### src/rtl/cpu_defs_pkg.sv
// Shared pipeline-control definitions: stall encodings, exception types/codes, controller states.
package cpu_defs_pkg;

    // Stall vector bit positions; a 1 holds the corresponding stage register.
    localparam int STALL_PC  = 0;
    localparam int STALL_IF  = 1;
    localparam int STALL_ID  = 2;
    localparam int STALL_EX  = 3;
    localparam int STALL_MEM = 4;
    localparam int STALL_WB  = 5;

    localparam logic [5:0] STALL_NONE    = 6'b000000;
    localparam logic [5:0] STALL_ID_REQ  = 6'b000111;
    localparam logic [5:0] STALL_EX_REQ  = 6'b001111;
    localparam logic [5:0] STALL_MEM_REQ = 6'b011111;
    localparam logic [5:0] STALL_ALL     = 6'b111111;

    localparam logic [31:0] EXCTYPE_INT  = 32'h1;
    localparam logic [31:0] EXCTYPE_SYS  = 32'h8;
    localparam logic [31:0] EXCTYPE_RI   = 32'hA;
    localparam logic [31:0] EXCTYPE_OV   = 32'hC;
    localparam logic [31:0] EXCTYPE_TR   = 32'hD;
    localparam logic [31:0] EXCTYPE_ERET = 32'hE;

    localparam logic [4:0] EXCCODE_INT = 5'd0;
    localparam logic [4:0] EXCCODE_DBE = 5'd7;
    localparam logic [4:0] EXCCODE_SYS = 5'd8;
    localparam logic [4:0] EXCCODE_RI  = 5'd10;
    localparam logic [4:0] EXCCODE_OV  = 5'd12;
    localparam logic [4:0] EXCCODE_TR  = 5'd13;

    typedef enum logic {
        ST_RUN   = 1'b0,
        ST_FLUSH = 1'b1
    } ctrl_state_e;

    // Unknown nonzero types are reported as reserved-instruction.
    function automatic logic [4:0] exc_code_of(input logic [31:0] exc_type);
        case (exc_type)
            EXCTYPE_INT:  exc_code_of = EXCCODE_INT;
            EXCTYPE_SYS:  exc_code_of = EXCCODE_SYS;
            EXCTYPE_RI:   exc_code_of = EXCCODE_RI;
            EXCTYPE_OV:   exc_code_of = EXCCODE_OV;
            EXCTYPE_TR:   exc_code_of = EXCCODE_TR;
            EXCTYPE_ERET: exc_code_of = EXCCODE_INT;
            default:      exc_code_of = EXCCODE_RI;
        endcase
    endfunction

endpackage

### src/rtl/bus_watchdog.sv
// Counts consecutive MEM bus-wait cycles; strobes timeout_hit_o on the last allowed cycle.
// Counter saturates instead of wrapping; clr_i forces it back to zero.
module bus_watchdog #(
    parameter int TIMEOUT_CYCLES = 255,
    parameter int CNT_W          = 16
) (
    input  logic clk,
    input  logic rst,
    input  logic en_i,
    input  logic clr_i,
    output logic timeout_hit_o
);

    localparam logic [CNT_W-1:0] LAST = CNT_W'(TIMEOUT_CYCLES - 1);
    localparam logic [CNT_W-1:0] MAX  = '1;

    logic [CNT_W-1:0] cnt_q;

    always_ff @(posedge clk) begin
        if (rst || clr_i) begin
            cnt_q <= '0;
        end else if (en_i) begin
            if (cnt_q != MAX) cnt_q <= cnt_q + 1'b1;
        end else begin
            cnt_q <= '0;
        end
    end

    assign timeout_hit_o = en_i && (cnt_q == LAST);

endmodule

### src/rtl/pipe_ctrl.sv
// Pipeline controller: merges stage stall requests, sequences exception/ERET freeze-then-flush.
// Flush follows detection by one cycle; stall vector is combinational.
module pipe_ctrl
    import cpu_defs_pkg::*;
#(
    parameter logic [31:0] EXC_VECTOR     = 32'h0000_0020,
    parameter int          TIMEOUT_CYCLES = 255,
    parameter int          CNT_W          = 16
) (
    input  logic        clk,
    input  logic        rst,
    input  logic        stallreq_id,
    input  logic        stallreq_ex,
    input  logic        stallreq_mem,
    input  logic [31:0] excepttype_i,
    input  logic [31:0] cp0_epc_i,
    output logic [5:0]  stall,
    output logic        flush,
    output logic [31:0] new_pc,
    output logic [4:0]  exc_code_o,
    output logic        bus_timeout
);

    ctrl_state_e state_q;
    logic        flush_q;
    logic [31:0] new_pc_q;
    logic [4:0]  exc_code_q;
    logic        bus_timeout_q;

    logic run;
    logic sw_exc;
    logic wd_hit;
    logic exc_hit;

    assign run     = (state_q == ST_RUN);
    assign sw_exc  = (excepttype_i != 32'h0);
    assign exc_hit = run && (sw_exc || wd_hit);

    // Watchdog is held at zero for the whole redirect so a still-pending access restarts from 0.
    bus_watchdog #(
        .TIMEOUT_CYCLES(TIMEOUT_CYCLES),
        .CNT_W         (CNT_W)
    ) u_wd (
        .clk          (clk),
        .rst          (rst),
        .en_i         (stallreq_mem),
        .clr_i        (exc_hit || !run),
        .timeout_hit_o(wd_hit)
    );

    always_comb begin
        stall = STALL_NONE;
        if (rst || !run)       stall = STALL_NONE;
        else if (exc_hit)      stall = STALL_ALL;
        else if (stallreq_mem) stall = STALL_MEM_REQ;
        else if (stallreq_ex)  stall = STALL_EX_REQ;
        else if (stallreq_id)  stall = STALL_ID_REQ;
    end

    always_ff @(posedge clk) begin
        if (rst) begin
            state_q       <= ST_RUN;
            flush_q       <= 1'b0;
            new_pc_q      <= 32'h0;
            exc_code_q    <= 5'd0;
            bus_timeout_q <= 1'b0;
        end else begin
            case (state_q)
                ST_RUN: begin
                    flush_q       <= 1'b0;
                    bus_timeout_q <= 1'b0;
                    if (exc_hit) begin
                        state_q       <= ST_FLUSH;
                        flush_q       <= 1'b1;
                        new_pc_q      <= (excepttype_i == EXCTYPE_ERET) ? cp0_epc_i : EXC_VECTOR;
                        // A software exception in the same cycle outranks the watchdog.
                        exc_code_q    <= sw_exc ? exc_code_of(excepttype_i) : EXCCODE_DBE;
                        bus_timeout_q <= !sw_exc;
                    end
                end
                default: begin
                    state_q       <= ST_RUN;
                    flush_q       <= 1'b0;
                    bus_timeout_q <= 1'b0;
                end
            endcase
        end
    end

    assign flush       = flush_q;
    assign new_pc      = new_pc_q;
    assign exc_code_o  = exc_code_q;
    assign bus_timeout = bus_timeout_q;

endmodule
### config.mk
export PLATFORM = sky130hd
export DESIGN_NAME = pipe_ctrl
export DESIGN_NICKNAME = d
export VERILOG_FILES = /design/src/rtl/cpu_defs_pkg.sv /design/src/rtl/bus_watchdog.sv /design/src/rtl/pipe_ctrl.sv
export SDC_FILE = /design/constraint.sdc
export NUM_CORES = 1
export LEC_CHECK = 0
export BUFFER_PORTS_ARGS = -buffer_cell sky130_fd_sc_hd__buf_2
export CORE_ASPECT_RATIO = 0.9
export CORE_UTILIZATION = 50
export CTS_CLUSTER_SIZE = 25
export DETAILED_ROUTE_END_ITERATION = 8
export GPL_TIMING_DRIVEN = 0
export MAX_ROUTING_LAYER = met4
export PLACE_DENSITY = 0.83
export SKIP_LAST_GASP = 1
export SYNTH_ARGS = -nofsm -noshare
export SYNTH_HDL_FRONTEND = slang
export SYNTH_HIERARCHICAL = 1
export SYNTH_SLANG_ARGS = --single-unit
### constraint.sdc
create_clock -name clk -period 4.8 [get_ports clk]
set_input_delay 0.24 -clock clk [delete_from_list [all_inputs] [get_ports clk]]
set_output_delay 0.24 -clock clk [all_outputs]
set_load 0.01 [all_outputs]
[Yosys cells after proc, flatten, opt, wreduce, memory -nomap -nowiden]
Cells that the tools add are included.
Storage, ports and cells
  register bits after elaboration: 55
  output and inout bits: 45
  word-level logic and storage cells: 38
Operators by class
  add/subtract/negate cells: 1
  eq/ne operators: 7
  muxes and demuxes: 9
  bitwise logic cells: 3
  reductions and logical operators: 13
Operators by type and width (number)
  32-bit by 4-bit == test with 1-bit output (second input constant): 4
  32-bit by 1-bit == test with 1-bit output (second input constant): 1
  32-bit 2-to-1 mux: 1
  32-bit nonzero test: 1
  16-bit by 1-bit adder with 16-bit output (second input constant): 1
  16-bit by 8-bit == test with 1-bit output (second input constant): 1
  16-bit inequality test (second input constant): 1
  4-bit case mux with 4 select lines: 1
  6-bit 2-to-1 mux: 2
  5-bit 2-to-1 mux: 2
  2-bit OR reduction: 3
  1-bit logical OR: 4
  4-bit 2-to-1 mux: 1
  3-bit 2-to-1 mux: 1
  1-bit NOT: 3
  3-bit OR reduction: 1
  1-bit logical AND: 2
  2-bit AND reduction: 1
  1-bit logical NOT: 1
  1-bit 2-to-1 mux: 1

[Longest topological paths before layout]
Gate-level depths: netlist of the first run.
  depth in word-level cells: 7
  mapped depth: 11
  gate-level depth less buffers: 10

[Modules after synthesis]
Netlist of the first run, hierarchy kept.
By module, submodules not included
  pipe_ctrl: instances 1, cells each 142, area each 1536.5 um2, seq. area each 760.7 um2
  bus_watchdog: instances 1, cells each 106, area each 895.9 um2, seq. area each 320.3 um2

[Least setup slack after synthesis of the first run]
No wires, ideal clock.
  path type: input-to-reg
  start: input excepttype_i[5]
  end: register u_wd.cnt_q[9]
  setup time: 58 ps
  arrival time: 2216 ps
  required time: 4742 ps
  path slack: 2526 ps
  stages on the path: 8
  buffers on the path: 1
  cell sequence: or4_1 buf_2 nor3_1 nand3_1 nor3b_1 nand2_1 a31oi_1 a41o_2
On the way
  longest elaborated chain between the ends: 6
Ends and longest elaborated chain
  start: declaration: line pipe_ctrl.sv:15  | input logic [31:0] excepttype_i,
  32-bit nonzero test: line pipe_ctrl.sv:36  | assign sw_exc = (excepttype_i != 32'h0);
  1-bit logical OR: line pipe_ctrl.sv:37  | assign exc_hit = run && (sw_exc || wd_hit);
  1-bit logical AND: line pipe_ctrl.sv:37
  1-bit logical OR: line pipe_ctrl.sv:47  | .clr_i (exc_hit || !run),
  1-bit logical OR: line bus_watchdog.sv:20  | if (rst || clr_i) begin
  2-bit OR reduction (no source line)
  end signal: assignment: line bus_watchdog.sv:23  | if (cnt_q != MAX) cnt_q <= cnt_q + 1'b1;
  end: declaration: line bus_watchdog.sv:17  | logic [CNT_W-1:0] cnt_q;
Every way passes these cells.
A chain may end at the register's enable or synchronous reset.

[Final worst setup path of the first run]
  start: register u_wd.cnt_q[0]
  end: register u_wd.cnt_q[9]
On the way
  longest elaborated chain between the ends: 7
  elaborated cells on any way between the ends: 9
  those cells by class: add/sub (1); eq/ne (2); reduce/logical (6)
Ends and longest elaborated chain
  16-bit by 8-bit == test with 1-bit output: line bus_watchdog.sv:29  | assign timeout_hit_o = en_i && (cnt_q == LAST);
  1-bit logical AND: line bus_watchdog.sv:29
  named net wd_hit: line pipe_ctrl.sv:32  | logic wd_hit;
  1-bit logical OR: line pipe_ctrl.sv:37
  1-bit logical AND: line pipe_ctrl.sv:37
  1-bit logical OR: line pipe_ctrl.sv:47
  1-bit logical OR: line bus_watchdog.sv:20
  2-bit OR reduction (no source line)
The timed path passes the listed nets, and every way through them passes these cells.

==> results of run 1 <==
through the flow:
| step | hold slack, ns | cell area (sq um) | instances |
|---|---|---|---|
| 5_1_grt | 0.1209 | 3183 | 430 |
| 3_5_place_dp | 0.4405 | 3070 | 422 |
| 3_3_place_gp | 0.4442 | 3070 | 422 |
| 4_1_cts | 0.1204 | 3183 | 430 |
| 2_1_floorplan | 0.3128 | 2432 | 248 |
| 6_report | 0.1293 | 3183 | 430 |
routing by layer:
layer | track usage, % | part of all wire (%)
met5 | - | 0
met4 | 7.639 | 1.2
met3 | 4.418 | 5.4
met2 | 41.74 | 51
met1 | 28.71 | 42
registers in the layout (all words and copies together) (netlist names):
register	cells
bus_timeout	1
flush	1
exc_code_o	4
u_wd/cnt_q	16
new_pc	32
synthesized netlist by cell type (2+ instances only):
cell,n,area share [%]
a22o_1,30,11
a211oi_1,7,2.2
mux2i_1,2,0.82
nand3_1,8,1.6
a31oi_1,4,1.0
ha_1,2,1.0
nand2b_1,5,1.3
nor3_1,8,1.6
nor2_1,10,1.5
o21ai_0,6,1.2
buf_4,3,0.93
and3_4,2,0.93
o31ai_1,3,0.93
nor4_1,15,3.9
nand4_1,5,1.3
a21boi_0,2,0.62
or4_1,3,0.93
dfxtp_1,54,44
and3_1,2,0.51
nand2_1,13,2.0
clkbuf_1,2,0.31
inv_1,9,1.4
a21oi_1,12,2.5
buf_6,9,4.2
o2111ai_1,2,0.72
and2_1,2,0.51
power breakdown:
group          switching (W)  internal (W)  leakage, nW   total, W
sequential        0.00000205      0.000451        0.436   0.000453
clock               0.000153      0.000157       0.0585   0.000310
combinational      0.0000318     0.0000355        0.923  0.0000673
cell type report:
class | count | area share, %
Timing Repair Buffer | 112 | 17.61
Tap cell | 62 | 2.437
Buffer | 15 | 4.285
Multi-Input combinational cell | 170 | 37.11
Clock buffer | 5 | 2.162
Sequential cell | 54 | 33.96
Clock inverter | 3 | 1.376
Inverter | 9 | 1.061
cells by family (layout without fill, tap and decap cells):
kind of cell | after synthesis | after routing | synth area share, %
flops | 54 | 54 | 44.44
simple gates | 87 | 87 | 21.45
xor+xnor | 1 | 1 | 0.3601
compound gates | 77 | 77 | 24.74
other cells | 1 | 1 | 0.1542
fa+ha+maj | 2 | 2 | 1.029
buf+inv | 24 | 144 | 6.996
mux | 2 | 2 | 0.8231
worst reg2reg max path, stage by stage (launching register included):
cell and delay (ns):
dfxtp_1 0.40, inv_1 0.08, ha_1 0.20, nand4_1 0.07, nor3_1 0.08, nor3_1 0.40, nand3_1 0.17, nor3b_1 0.86
nand2_1 0.13, a31oi_1 0.19, a41o_2 0.13
worst paths after layout:
path                                 endpoint  slack [ns]  cells past startpoint
worst max register to register  u_wd/cnt_q[9]        2.05                     10
worst max-delay path            u_wd/cnt_q[9]        2.05                     10
worst min register to register  exc_code_o[1]        0.46                      2
worst min-delay path                new_pc[2]        0.13                      2
==> flow_summary_export.csv, run 1 <==
group,metric,value,unit
sta,min_period,2.745,ns
routing,drt_iter0_drc,112,
cts,numClockSinks,54,
critical_path,crit_slowest_cell,"nor3b_1",
global_routing,grt_pass1_wl,9183,um
critical_path,crit_start,"u_wd/cnt_q[0]",
floorplanning,start_util,53.16,%
global_routing,grt_pass1_vias,2075,
finish,final_common_cell,"buf_2",
routing,wl_per_cell,14.31,um
sta,tns,0,ns
place,portBuffers,112,
global_routing,overflow,0,
synthesis,yosys_warnings,6,
sta,fin_ws,2.055,ns
routing,vias_per_cell,5.493,
routing,vias,2362,
place,gp_congestion,0.8914,
power_and_ir_drop,leakage,1.418,nW
synthesis,avgSynthCellArea,9.808,sq um
power_and_ir_drop,power_density,260.7,nW/um^2
finish,drive_gt1_share,40.49,%
sta,fmax,364.3,MHz
cts,ctsHoldBuffers,0,
power_and_ir_drop,ir_worst_vdd,0.1974,mV
floorplanning,rows,23,
finish,multiInputGateArea,1181,sq um
cts,cts-root-buf,"clkbuf_8",
synthesis,synthCells,248,
floorplanning,pin_count,114,
sta,setup_viol,0,
cts,htreeDepth,2,
routing,finalWirelength,6154,um
critical_path,startpoint_type,"flip-flop",
routing,drc,0,
sta,drv_slew,0,
floorplanning,dieArea,5148,sq um
critical_path,cp_slowest_stage_delay,0.86,ns
routing,first_pass_iters,4,
sta,grt_setup_unrepaired,"no",
place,place_hpwl,4667,um
cts,cts_made_buffers,5,
critical_path,crit_path_end_kind,"flip-flop",
sta,finalCritPeriodShare,57.19,%
sta,maxSlewHeadroom,31.92,%
finish,syn2layout_area_growth,30.86,%
job,maxCapViolCount,0,
finish,final_util,69.57,%
synthesis,async_reset_ff_share,0,%
cts,cts_tree,"yes",
finish,layout_common_cells,"buf_2 (113), dfxtp_1 (54), a22o_1 (30), nor4_1 (15), nand2_1 (13)",
finish,fin_nets,438,
critical_path,worstPathArrival,3.01,ns
global_routing,antenna_found_initial,0,
critical_path,cp_top_family,"simple AND/OR/NAND/NOR gates",
hold_path,hold_class,"input pin to flip-flop",
routing,ant_nets,0,
synthesis,ys_types,54,
synthesis,synth_edf_count,0,
cts,clockBufferDepth,2,
synthesis,syn_area,2432,sq um
cts,clk_pin_slew_worst_paths,0.10,ns
finish,antenna_cells,0,
hold_path,hp-start,"cp0_epc_i[2]",
critical_path,worst-path-buf-inv,1,
floorplanning,coreArea,4576,sq um
floorplanning,die_y,68.17,um
sta,finalHoldViolCount,0,
synthesis,syn_nets,319,
critical_path,crit_path_frequent_cell,"nor3_1",
global_routing,track_usage,24.24,%
critical_path,path_cells,"inv_1 -> ha_1 -> nand4_1 -> nor3_1 -> nor3_1 -> nand3_1 -> nor3b_1 -> nand2_1 -> a31oi_1 -> a41o_2",
synthesis,ys_seq_area_share,44.44,%
finish,n_fill_cell,371,
synthesis,synth_flop_cell,"dfxtp_1",
critical_path,path_class,"flip-flop to flip-flop",
run_status,status,"finished, final reports clean",
power_and_ir_drop,p_total,0.0008297,W
cts,clk_latency,0.31,ns
sta,fin_worst_skew,0.01112,ns
place,post-place-ws,1.946,ns
synthesis,ys_ff_latch,54,
floorplanning,die_w,75.52,um
global_routing,grt_max_degree,18,
cts,post_cts_buffers,0,
cts,cts_resized,0,
critical_path,crit_required,5.06,ns
sta,tightestPinTransition,1.019,ns
critical_path,crit_path_max_fanout,9,
critical_path,r2r_start,"u_wd/cnt_q[0]",
finish,seq_area,1081,sq um
(Power assumes the default switching activity.)
==> run 2, diff against run 1 <==
--- a/config.mk
+++ b/config.mk
@@ -7,12 +7,12 @@
 export LEC_CHECK = 0
 export BUFFER_PORTS_ARGS = -buffer_cell sky130_fd_sc_hd__buf_2
 export CORE_ASPECT_RATIO = 0.9
-export CORE_UTILIZATION = 50
+export CORE_UTILIZATION = 42
 export CTS_CLUSTER_SIZE = 25
 export DETAILED_ROUTE_END_ITERATION = 8
 export GPL_TIMING_DRIVEN = 0
 export MAX_ROUTING_LAYER = met4
-export PLACE_DENSITY = 0.83
+export PLACE_DENSITY = 0.74
 export SKIP_LAST_GASP = 1
 export SYNTH_ARGS = -nofsm -noshare
 export SYNTH_HDL_FRONTEND = slang
==> constraint.sdc (replaced) <==
create_clock -name clk -period 2.51 [get_ports clk]
set_input_delay 0.1255 -clock clk [delete_from_list [all_inputs] [get_ports clk]]
set_output_delay 0.1255 -clock clk [all_outputs]
set_load 0.01 [all_outputs]
==> flow_summary_export.csv, run 2 (same netlist as run 1, synthesis figures left out) <==
group,metric,value,unit
critical_path,path_class,"flip-flop to output port",
global_routing,track_usage,19.46,%
finish,syn2layout_area_growth,32.30,%
place,gp_congestion,0.8122,
floorplanning,pin_count,114,
routing,drt_iter0_drc,124,
routing,vias,2385,
sta,fmax,419.4,MHz
sta,tns,0,ns
cts,clockBufferDepth,2,
power_and_ir_drop,power_density,486.1,nW/um^2
critical_path,path_cells,"inv_1 -> ha_1 -> nand4_1 -> nor3_2 -> or3_4 -> nor4_4 -> a21oi_1 -> buf_4 -> buf_2",
critical_path,worst-path-buf-inv,3,
power_and_ir_drop,p_total,0.001564,W
critical_path,cp_slowest_stage_delay,0.43,ns
cts,cts_made_buffers,5,
sta,fin_worst_skew,0.01075,ns
cts,htreeDepth,2,
sta,tightestPinTransition,0.6788,ns
routing,vias_per_cell,5.508,
routing,finalWirelength,5979,um
floorplanning,die_y,74.20,um
routing,first_pass_iters,4,
sta,min_period,2.384,ns
critical_path,startpoint_type,"flip-flop",
critical_path,crit_path_max_fanout,5,
critical_path,crit_path_end_kind,"output port",
cts,post_cts_buffers,0,
sta,setup_viol,0,
finish,drive_gt1_share,41.53,%
critical_path,crit_slowest_cell,"or3_4",
floorplanning,coreArea,5411,sq um
power_and_ir_drop,combPwrFrac,8.2,%
finish,final_util,59.47,%
floorplanning,dieArea,6100,sq um
cts,cts-root-buf,"clkbuf_8",
hold_path,hold_class,"input pin to flip-flop",
sta,finalHoldViolCount,0,
cts,ctsHoldBuffers,0,
global_routing,antenna_found_initial,0,
power_and_ir_drop,p_switching,0.0003407,W
finish,n_fill_cell,480,
cts,clk_latency,0.31,ns
finish,fin_nets,437,
critical_path,crit_required,2.38,ns
job,maxCapViolCount,0,
global_routing,grt_pass1_vias,2094,
cts,clk_pin_slew_worst_paths,0.10,ns
global_routing,grt_pass1_wl,9004,um
critical_path,cp_top_family,"simple AND/OR/NAND/NOR gates",
power_and_ir_drop,ir_worst_vdd,0.3367,mV
power_and_ir_drop,p_clk_share,36.4,%
sta,maxSlewHeadroom,54.37,%
power_and_ir_drop,internal_power,0.001224,W
routing,drc,0,
critical_path,worstPathArrival,2.26,ns
place,place_hpwl,4531,um
finish,final_common_cell,"buf_2",
power_and_ir_drop,leakage,1.429,nW
sta,grt_setup_unrepaired,"yes",
power_and_ir_drop,power_frac_seq,55.4,%
global_routing,grt_max_degree,17,
global_routing,overflow,0,
finish,seq_area,1081,sq um
floorplanning,rows,25,
floorplanning,start_util,44.95,%
power_and_ir_drop,sw_frac_of_total,21.78,%
finish,layout_common_cells,"buf_2 (113), dfxtp_1 (54), a22o_1 (30), nor4_1 (13), nand2_1 (13)",
routing,ant_nets,0,
sta,drv_slew,0,
sta,finalCritPeriodShare,95.00,%
cts,cts_tree,"yes",
place,portBuffers,112,
run_status,status,"finished, final reports clean",
finish,antenna_cells,0,
finish,multiInputGateArea,1219,sq um
cts,numClockSinks,54,
routing,wl_per_cell,13.81,um
finish,largest_reg_flops,32,
floorplanning,die_w,82.22,um
run 2: changes by cell type in the layout (fill, tap and decap cells not counted), sizes merged:
| cell | before | now |
|---|---|---|
| clkbuf | 7 | 6 |
| inv | 10 | 9 |
run 2: power by group through the flow:
stage                     clock [W]  sequential (W)  combinational [W]
after global placement            0        0.000886           0.000125
after CTS                  0.000589        0.000867           0.000128
after floorplan                   0        0.000888          0.0000464
after detailed placement          0        0.000886           0.000128
final                      0.000570        0.000866           0.000129
after global routing       0.000618        0.000868           0.000141
run 2: layer usage:
layer	GRT usage, %	vias up	share of wire, %
met3	3.804	10	5.0
met5	-	-	0
met1	23.76	1098	45
met4	6.043	0	1.6
li1	-	1189	-
met2	32.23	88	48
run 2: cell type report:
class	count	share of cell area, %
timing repair buffer	112	17.42
multi-input combinational	170	37.87
buffer	14	4.121
tap	67	2.605
clock inverter	2	1.205
sequential	54	33.59
inverter	9	1.050
clock buffer	5	2.138
run 2: worst paths after layout:
| kind | start | endpoint | slack (ns) | cells past startpoint |
|---|---|---|---|---|
| max reg2reg | u_wd/cnt_q[0] | u_wd/cnt_q[3] | 0.15 | 10 |
| min | cp0_epc_i[19] | new_pc[19] | 0.02 | 2 |
| min reg2reg | exc_code_o[2] | exc_code_o[2] | 0.46 | 2 |
| max | u_wd/cnt_q[0] | stall[1] | 0.13 | 9 |
run 2: worst register-to-register path: stages, from the launching register on:
cell and delay (ns):
dfxtp_1 0.42, inv_1 0.09, ha_1 0.20, nand4_1 0.09, nor3_2 0.07, nor3_1 0.36, nand3_1 0.20, nor2_1 0.15
nand2_1 0.25, a2111o_1 0.41, o21ai_1 0.07
run 2: repair_timing:
item	in CTS	in global routing
cloned	0	0
setup endpoints to repair	10	6
gates resized for setup	2	4
run 2: per-stage QoR:
stage	worst slack [ns]	area [sq um]	std cells	hold slack (ns)
after floorplan	0.3510	2432	248	0.1983
after global placement	-0.1457	3077	427	0.3351
after detailed placement	-0.1884	3077	427	0.3393
after CTS	0.02562	3192	433	0.01072
after global routing	-0.01736	3218	433	0.01494
final	0.1256	3218	433	0.01712
==> run 3, diff against run 2 <==
--- a/config.mk
+++ b/config.mk
@@ -12,7 +12,7 @@
 export DETAILED_ROUTE_END_ITERATION = 8
 export GPL_TIMING_DRIVEN = 0
 export MAX_ROUTING_LAYER = met4
-export PLACE_DENSITY = 0.74
+export PLACE_DENSITY = 0.81
 export SKIP_LAST_GASP = 1
 export SYNTH_ARGS = -nofsm -noshare
 export SYNTH_HDL_FRONTEND = slang
==> flow_summary_export.csv, run 3 (same netlist as run 1, synthesis figures left out) <==
group,metric,value,unit
sta,fin_ws,0.1575,ns
sta,drv_slew,0,
finish,syn2layout_area_growth,32.87,%
sta,whs,0.02402,ns
cts,htreeDepth,2,
power_and_ir_drop,power_density,490.6,nW/um^2
run_status,status,"finished, final reports clean",
sta,fmax,425.1,MHz
power_and_ir_drop,ir_worst_vdd,0.2874,mV
global_routing,track_usage,20.83,%
finish,layout_common_cells,"buf_2 (113), dfxtp_1 (54), a22o_1 (30), nor4_1 (14), nand2_1 (13)",
place,post-place-ws,-0.1827,ns
floorplanning,start_util,44.95,%
critical_path,startpoint_type,"flip-flop",
floorplanning,pin_count,114,
routing,finalWirelength,6163,um
finish,final_common_cell,"buf_2",
cts,numClockSinks,54,
critical_path,path_class,"flip-flop to output port",
hold_path,hold_class,"input pin to flip-flop",
cts,cts-root-buf,"clkbuf_8",
sta,fin_worst_skew,0.005328,ns
finish,fin_nets,437,
routing,first_pass_iters,4,
global_routing,grt_pass1_vias,2156,
global_routing,antenna_found_initial,0,
floorplanning,rows,25,
global_routing,overflow,0,
cts,post_cts_buffers,0,
finish,final_util,59.72,%
floorplanning,die_y,74.20,um
floorplanning,dieArea,6100,sq um
finish,seq_area,1081,sq um
finish,n_fill_cell,488,
sta,grt_setup_unrepaired,"no",
place,place_hpwl,4741,um
cts,clockBufferDepth,2,
finish,fin_area,3232,sq um
critical_path,crit_path_end_kind,"output port",
routing,drc,0,
routing,drt_iter0_drc,116,
floorplanning,coreArea,5411,sq um
routing,vias_per_cell,5.533,
critical_path,worstPathArrival,2.23,ns
global_routing,grt_max_degree,16,
finish,largest_reg_flops,32,
power_and_ir_drop,leakage,1.447,nW
critical_path,crit_path_max_fanout,5,
place,gp_congestion,0.8463,
job,maxCapViolCount,0,
routing,vias,2396,
finish,stdcell_count,433,
finish,antenna_cells,0,
place,portBuffers,112,
floorplanning,die_w,82.22,um
sta,min_period,2.353,ns
cts,clk_pin_slew_worst_paths,0.09,ns
sta,tightestPinTransition,0.7377,ns
routing,ant_nets,0,
global_routing,grt_pass1_wl,9301,um
critical_path,crit_required,2.38,ns
sta,maxSlewHeadroom,50.41,%
sta,finalHoldViolCount,0,
cts,clk_latency,0.30,ns
sta,finalCritPeriodShare,93.73,%
place,place_inst,427,
routing,wl_per_cell,14.23,um
finish,drive_gt1_share,41.80,%
cts,cts_tree,"yes",
cts,cts_made_buffers,5,
sta,setup_viol,0,
place,place_area,3077,sq um
finish,multiInputGateArea,1227,sq um
==> run 3: final timing paths <==
kind | startpoint | end | slack, ns | depth (start not counted)
setup / recovery | u_wd/cnt_q[0] | stall[2] | 0.16 | 9
hold / removal | cp0_epc_i[21] | new_pc[21] | 0.02 | 2
setup reg to reg | u_wd/cnt_q[8] | u_wd/cnt_q[9] | 0.21 | 10
hold reg to reg | exc_code_o[1] | exc_code_o[1] | 0.47 | 2
==> run 3: repair_timing <==
action | 4_1_cts | 5_1_grt
setup endpoints to repair | 10 | 8
gates cloned | 0 | 0
gates resized for setup | 2 | 6
hold buffers | 0 | 0
==> run 3: power breakdown <==
group / switching [W] / total [W] / leakage [nW] / internal, W
clock network: 0.000268 / 0.000588 / 0.0573 / 0.000319
logic: 0.0000632 / 0.000132 / 0.954 / 0.0000686
registers: 0.00000433 / 0.000866 / 0.436 / 0.000862
total: 0.000336 / 0.00159 / 1.45 / 0.00125
==> run 3: layout make-up <==
| type | instances | share of cell area, % |
|---|---|---|
| Multi-Input combinational cell | 170 | 37.98 |
| Buffer | 14 | 4.104 |
| Sequential cell | 54 | 33.45 |
| Clock inverter | 1 | 0.9292 |
| Clock buffer | 6 | 2.555 |
| Tap cell | 67 | 2.594 |
| Inverter | 9 | 1.045 |
| Timing Repair Buffer | 112 | 17.34 |
==> run 3: stage by stage <==
| step | TNS (ns) | total power [W] |
|---|---|---|
| after global routing | 0 | 0.001636 |
| after CTS | 0 | 0.001594 |
| after floorplan | 0 | 0.0009347 |
| after detailed placement | -0.7478 | 0.001015 |
| final | 0 | 0.001586 |
| after global placement | -0.3525 | 0.001013 |
==> run 3: routing by layer <==
| metal | share of wire [%] | up-vias | track usage (%) |
|---|---|---|---|
| li1 | - | 1196 | - |
| met1 | 44 | 1082 | 24.17 |
| met2 | 49 | 109 | 35.45 |
| met3 | 5.7 | 9 | 3.067 |
| met4 | 1.6 | 0 | 9.357 |
| met5 | 0 | - | - |
==> run 3: critical path, cell delays in order, from the launching register on <==
cell and delay, ns:
dfxtp_1 0.41, inv_1 0.08, ha_1 0.19, nand4_1 0.12, nor3_4 0.07, or3_4 0.43
nor4_4 0.24, a21oi_2 0.12, buf_4 0.14, buf_2 0.13
